## src/rtl/avalon_mem_arbiter.sv

```systemverilog
// rtl/avalon_mem_arbiter.sv - two-master shared memory port arbiter with 1-cycle read response routing
// Define ARB_ROUND_ROBIN_EN for round-robin contention; otherwise master 0 has fixed priority.
module avalon_mem_arbiter #(
    parameter int ADDR_WIDTH = 14,
    parameter int DATA_WIDTH = 32
) (
    input  logic                    clock,
    input  logic                    reset,
    input  logic [ADDR_WIDTH-1:0]   m0_address,
    input  logic [DATA_WIDTH/8-1:0] m0_byteenable,
    input  logic                    m0_read,
    input  logic                    m0_write,
    input  logic [DATA_WIDTH-1:0]   m0_writedata,
    output logic                    m0_waitrequest,
    output logic [DATA_WIDTH-1:0]   m0_readdata,
    output logic                    m0_readdatavalid,
    input  logic [ADDR_WIDTH-1:0]   m1_address,
    input  logic [DATA_WIDTH/8-1:0] m1_byteenable,
    input  logic                    m1_read,
    input  logic                    m1_write,
    input  logic [DATA_WIDTH-1:0]   m1_writedata,
    output logic                    m1_waitrequest,
    output logic [DATA_WIDTH-1:0]   m1_readdata,
    output logic                    m1_readdatavalid,
    output logic [ADDR_WIDTH-1:0]   s_address,
    output logic [DATA_WIDTH/8-1:0] s_byteenable,
    output logic                    s_read,
    output logic                    s_write,
    output logic [DATA_WIDTH-1:0]   s_writedata,
    input  logic [DATA_WIDTH-1:0]   s_readdata
);

    logic req0;
    logic req1;
    logic grant_valid;
    logic grant_id;
    logic last_grant;
    logic tag_valid;
    logic tag_id;
    logic sel_read;
    logic sel_write;

    always_comb begin
        req0        = m0_read | m0_write;
        req1        = m1_read | m1_write;
        grant_valid = ~reset & (req0 | req1);
        // When idle the mux parks on the last granted master; strobes are gated anyway.
        grant_id    = last_grant;
        if (req0 && req1) begin
`ifdef ARB_ROUND_ROBIN_EN
            grant_id = ~last_grant;
`else
            grant_id = 1'b0;
`endif
        end else if (req0) begin
            grant_id = 1'b0;
        end else if (req1) begin
            grant_id = 1'b1;
        end
    end

    always_comb begin
        s_address    = grant_id ? m1_address    : m0_address;
        s_byteenable = grant_id ? m1_byteenable : m0_byteenable;
        s_writedata  = grant_id ? m1_writedata  : m0_writedata;
        sel_read     = grant_id ? m1_read       : m0_read;
        sel_write    = grant_id ? m1_write      : m0_write;
        // Write wins when a master raises read and write together.
        s_write      = grant_valid & sel_write;
        s_read       = grant_valid & sel_read & ~sel_write;
    end

    assign m0_waitrequest = reset | (req0 & grant_id);
    assign m1_waitrequest = reset | (req1 & ~grant_id);

    always_ff @(posedge clock) begin
        if (reset) begin
            last_grant <= 1'b1;
            tag_valid  <= 1'b0;
            tag_id     <= 1'b0;
        end else begin
            if (grant_valid) begin
                last_grant <= grant_id;
            end
            tag_valid <= s_read;
            tag_id    <= grant_id;
        end
    end

    // Reset also masks a response already in flight.
    assign m0_readdatavalid = tag_valid & ~reset & ~tag_id;
    assign m1_readdatavalid = tag_valid & ~reset & tag_id;
    assign m0_readdata      = s_readdata;
    assign m1_readdata      = s_readdata;

endmodule
```

## config.mk

```make
export PLATFORM = sky130hd
export DESIGN_NAME = avalon_mem_arbiter
export DESIGN_NICKNAME = d
export VERILOG_FILES = /design/src/rtl/avalon_mem_arbiter.sv
export SDC_FILE = /design/constraint.sdc
export NUM_CORES = 1
export LEC_CHECK = 0
export BUFFER_PORTS_ARGS = -buffer_cell sky130_fd_sc_hd__buf_2
export CAP_MARGIN = 15
export CORE_AREA = 2 2 99 101
export DETAILED_ROUTE_END_ITERATION = 16
export DIE_AREA = 0 0 101 103
export PLACE_DENSITY_LB_ADDON = 0.05
export SYNTH_ARGS = -nofsm -noshare
export SYNTH_HDL_FRONTEND = slang
export SYNTH_SLANG_ARGS = --single-unit
```

## constraint.sdc

```tcl
create_clock -name clock -period 2.2 [get_ports clock]
set_input_delay 0.44 -clock clock [delete_from_list [all_inputs] [get_ports clock]]
set_output_delay 0.44 -clock clock [all_outputs]
set_load 0.05 [all_outputs]
```

==> results_dict.tcl, run 1 <==
set metrics [dict create \
    status "completed" \
    syn_nets 277 \
    maxCapViolCount 0 \
    min_period_ns 2.16 \
    p_per_area_nw_per_um2 452 \
    cp_max_fo 22 \
    antenna_cells 0 \
    drcViolationCount 0 \
    grt_remaining_overflow 0 \
    antenna_found_initial 0 \
    start_util 0.133 \
    place.gp.congestion 0.724 \
    cts_max_level 1 \
    wl_per_cell_um 13.9 \
    die_w_um 101 \
    insertion_delay_ns 0.21 \
    hold_viol_final 0 \
    finalClockSkew_ns 0.00118 \
    final_cell_mix "buf_2 (161), mux2_2 (46), mux2_1 (4)" \
    top_layer_used "met4" \
    ys_seq_area_frac 0.0476 \
    totalPowerFinal_uw 804 \
    viasPerCell 3.71 \
    via_count 1307 \
    core_um2 9460 \
    synth.ff_latch_count 3 \
    crit_chain "buf_2 -> o31ai_4 -> buf_4 -> buf_12 -> mux2_2 -> buf_2" \
    cp.required_ns 1.76 \
    cts_tree "done" \
    vdd_ir_drop_max_v 0.0000979 \
    cts_made_buffers 3 \
    syn_area_um2 1260 \
    die_area_um2 10400 \
    cts_sinks 3 \
    layout.cells.non_filler 352 \
    hold_path.class "in -> reg" \
    grt_pass1_vias 1205 \
    io_pins 258 \
    total_leakage_power_nw 0.970 \
    start_kind "input pin" \
    slew_viol_final 0 \
    wl_met3_um 579 \
    fin_tns_setup_ns 0 \
    firstDrtPassIters 2 \
    final_common_cell "buf_2" \
    clockBufferDepth 2 \
    synth.avg_cell_area_um2 9.07 \
    post-dp-hpwl_um 4280 \
    postSynthCellCount 139 \
    drive_above_1_share 0.916 \
    crit_type "in -> out" \
    dp.cells 347 \
    fin_crit_sh 0.981 \
    crit_slowest_cell "mux2_2" \
    worst-slew-pin-transition_ns 0.278 \
    io_buffers 161 \
    met2_wirelength_um 2380 \
    die_h_um 103 \
    synthDistinctLibCells 15 \
    cp.arrival_ns 1.72 \
    root_buffer "clkbuf_8" \
    relSlewSlack 0.816 \
    synth.top_cell.area_share 0.411 \
    rsz0062_at_grt "yes" \
    rows 36 \
    yosys.area.top_type "mux2_2" \
    drt-met1-wl_um 1830 \
    grt_max_degree 23 \
    drtIter0Drc 16 \
    grt_pass1_wl_um 6330 \
    critPathMaxStageDelay_ns 0.36 \
    clk_pin_slew_ns 0.03 \
    synth_area_leaders "mux2_2 (41%), buf_4 (38%), dfxtp_1 (4.8%)" \
    drt-total-wl_um 4880 \
    final_nets 377 \
    syn_to_final_growth_pct 41.2 \
    grt_use_total 0.0796 \
    cts_hold_buf 0 \
    ys_warn_count 0 \
    fin_hold_ws_ns 0.471 \
    crit_path_frequent_cell "buf_2" \
    fmax_ghz 0.464 \
    setup_violations 0 \
    endpoint_kind "output pin" \
    drt.antenna.violating_nets 0 \
]
[per-stage QoR]
stage / utilization / worst slack (ns) / instance area [µm²]
final: 0.188 / 0.0426 / 1780
after global routing: 0.188 / -0.00565 / 1780
after detailed placement: 0.182 / 0.00241 / 1730
after global placement: 0.182 / -0.00911 / 1730
after CTS: 0.188 / 0.000511 / 1780
after floorplan: - / 0.0505 / 1270
[area by class of cell]
type	instances	area [µm²]
Fill cell	1089	7680
Timing Repair Buffer	166	868
Multi-Input combinational cell	63	657
Tap cell	114	143
Sequential cell	3	60.1
Clock buffer	4	45.0
Inverter	2	7.51
[cell usage after synthesis]
| master | instances |
|---|---|
| a21oi_1 | 2 |
| mux2_1 | 4 |
| dfxtp_1 | 3 |
| nand2b_1 | 1 |
| clkbuf_1 | 2 |
| o31ai_4 | 1 |
| nor3b_1 | 1 |
| o21bai_1 | 1 |
| nor2_1 | 4 |
| mux2_2 | 46 |
| nor3_1 | 2 |
| buf_4 | 64 |
| buf_6 | 5 |
| and3b_1 | 1 |
| inv_1 | 2 |
[report_power, final]
part	internal, mW	switching [mW]
Clock	0.123	0.0350
Combinational	0.199	0.387
Sequential	0.0578	0.00183
Total	0.380	0.424
[layer usage]
| metal | track usage | up-vias |
|---|---|---|
| met5 | 0 | - |
| met4 | 0.0385 | 0 |
| met3 | 0.0217 | 22 |
| met2 | 0.147 | 124 |
| met1 | 0.0840 | 560 |
| li1 | - | 601 |
[sequential cells by signal, indices dropped and copies added (netlist names)]
signal,count
tag_id,1
last_grant,1
tag_valid,1
[worst paths after layout]
check / from / to / slack (ns) / cells after the start
setup / recovery: m1_read / s_writedata[2] / 0.04 / 6
hold reg to reg: last_grant / last_grant / 0.85 / 4
hold / removal: m0_write / tag_valid / 0.47 / 2
setup reg to reg: last_grant / last_grant / 1.12 / 4
[worst max-delay path: cells and delay by family]
kind	cells	cell delay, ns
buf+inv	4	0.69
mux	1	0.36
compound gates	1	0.20
[cells by family after synthesis]
group / after synthesis / share of synthesized area
DFF: 3 / 0.0476
buffers and inverters: 73 / 0.438
AOI/OAI and AO/OA: 4 / 0.0308
and+or+nand+nor: 9 / 0.0377
muxes: 50 / 0.446
[what timing repair did]
action,in CTS,in global routing
pin swaps,1,0
gates resized for setup,0,1
endpoints found under the setup margin,1,19
hold endpoints to repair,0,0
setup buffers,1,0
Power figures use the tool's default switching activity.
==> run 2, diff against run 1 <==
==> constraint.sdc (replaced) <==
create_clock -name clock -period 2.2 [get_ports clock]
set_input_delay 0.11 -clock clock [delete_from_list [all_inputs] [get_ports clock]]
set_output_delay 0.11 -clock clock [all_outputs]
set_load 0.05 [all_outputs]
==> run 2 against run 1 <==
Net effect:
- critical path depth is 2 lower
- register-to-register slack improved by 0.06 ns
- first-iteration DRC count is 81% lower
- global-route usage up 1.7 points
- non-clock buffer count down 3
- clock power is essentially flat
- setup slack improved by 0.34 ns
- clock-buffer cell count is the same
- clock skew about the same
- hold slack worse by 0.34 ns
- power is 0.74% lower
- utilization is 0.42 points lower
==> results_dict.tcl, run 2 (synthesis gave the netlist of run 1 again) <==
set metrics [dict create \
    rows 36 \
    die_w_um 101 \
    post-dp-hpwl_um 5060 \
    grt_pass1_vias 1370 \
    p_clk_frac 0.196 \
    fillers 1079 \
    antenna_found_initial 1 \
    die_h_um 103 \
    status "completed" \
    via_count 1284 \
    viasPerCell 3.67 \
    drive_above_1_share 0.906 \
    finalClockSkew_ns 0.00166 \
    r2r_setup_slack_ns 1.18 \
    core_um2 9460 \
    reg2reg_from "last_grant" \
    final_nets 374 \
    switching_share 0.532 \
    syn_to_final_growth_pct 38.0 \
    cts_made_buffers 3 \
    fin_hold_ws_ns 0.135 \
    start_util 0.133 \
    grt_max_degree 43 \
    worstHoldPathCells 2 \
    io_pins 258 \
    cp.required_ns 2.09 \
    die_area_um2 10400 \
    final_cell_mix "buf_2 (161), mux2_2 (46), nor2_1 (4), mux2_1 (4)" \
    fmax_ghz 0.550 \
    finalInstanceArea_um2 1740 \
    min_period_ns 1.82 \
    grt_use_total 0.0970 \
    totalPowerFinal_uw 798 \
    cts_hold_buf 0 \
    hp-start "m0_write" \
    maxCapViolCount 0 \
    fin_tns_setup_ns 0 \
    intPower_uw 373 \
    drt-total-wl_um 5620 \
    drcViolationCount 0 \
    grt_remaining_overflow 0 \
    endpoint_kind "output pin" \
    setup_violations 0 \
    seqPwrFrac 0.075 \
    dp.cells 345 \
    p_per_area_nw_per_um2 459 \
    fin_crit_sh 0.826 \
    post_cts_buffers 0 \
    cp_max_fo 42 \
    switching_power_uw 425 \
    layout.cells.non_filler 350 \
    slew_viol_final 0 \
    hold_viol_final 0 \
    cp.arrival_ns 1.71 \
    cts_sinks 3 \
    crit_type "reg -> out" \
    wl_per_cell_um 16.1 \
    combPwrFrac 0.729 \
    relSlewSlack 0.820 \
    root_buffer "clkbuf_8" \
    ctsResizeCount 0 \
    vdd_ir_drop_max_v 0.000490 \
    r2r-end "last_grant" \
    drt.antenna.violating_nets 0 \
    drtIter0Drc 3 \
    final_common_cell "buf_2" \
    start_kind "register" \
    reg_top3 "last_grant x1, tag_id x1, tag_valid x1" \
    total_leakage_power_nw 0.949 \
    place.gp.congestion 0.749 \
    fin_ws_ns 0.382 \
    io_buffers 161 \
    place_area_um2 1690 \
    grt_pass1_wl_um 7590 \
    post-route-util 0.184 \
    clk_pin_slew_ns 0.03 \
    cts_tree "done" \
    hold_path.class "in -> reg" \
    insertion_delay_ns 0.21 \
    rsz0062_at_grt "no" \
    clockBufferDepth 2 \
    ff2ff_path_depth 3 \
    worst-slew-pin-transition_ns 0.271 \
    hold_path_end "tag_valid" \
    firstDrtPassIters 2 \
    post-place-ws_ns 0.579 \
    cts_max_level 1 \
]
run 2: per-layer routing:
| metal | vias up | GRT usage | routed length, µm |
|---|---|---|---|
| met5 | - | 0 | 0 |
| met4 | 0 | 0.0156 | 80 |
| met1 | 554 | 0.0734 | 1630 |
| met2 | 127 | 0.215 | 3090 |
| met3 | 8 | 0.0468 | 829 |
| li1 | 595 | - | - |
run 2: power by group through the flow:
| stage | Combinational [mW] | Sequential (mW) | Clock, mW |
|---|---|---|---|
| final | 0.582 | 0.0595 | 0.157 |
| after global routing | 0.613 | 0.0597 | 0.169 |
| after CTS | 0.592 | 0.0595 | 0.163 |
| after detailed placement | 0.590 | 0.0602 | 0 |
| after global placement | 0.592 | 0.0602 | 0 |
| after floorplan | 0.724 | 0.0599 | 0 |
run 2: worst max-delay path by stage:
stage | cells past startpoint | end | slack [ns] | startpoint
global route | 4 | s_writedata[7] | 0.32 | last_grant
global placement | 4 | s_writedata[11] | 0.59 | last_grant
finish | 4 | s_writedata[7] | 0.38 | last_grant
CTS | 4 | s_writedata[7] | 0.34 | last_grant
detailed placement | 4 | s_writedata[7] | 0.58 | last_grant
floorplan | 2 | m0_readdatavalid | 0.64 | reset
run 2: cell type report:
| class | count | area (µm²) | area share |
|---|---|---|---|
| diodes | 1 | 2.50 | 0.00144 |
| clock buffers | 4 | 45.0 | 0.0259 |
| inverters | 2 | 7.51 | 0.00431 |
| multi-input cells | 63 | 649 | 0.373 |
| flip-flops and latches | 3 | 60.1 | 0.0345 |
| well taps | 114 | 143 | 0.0820 |
| repair buffers | 163 | 833 | 0.479 |
run 2: worst max-delay path, stage by stage (launching register included):
cell and delay, ns:
dfxtp_1 0.31, o31ai_4 0.30, buf_12 0.28, mux2_2 0.38, buf_2 0.21
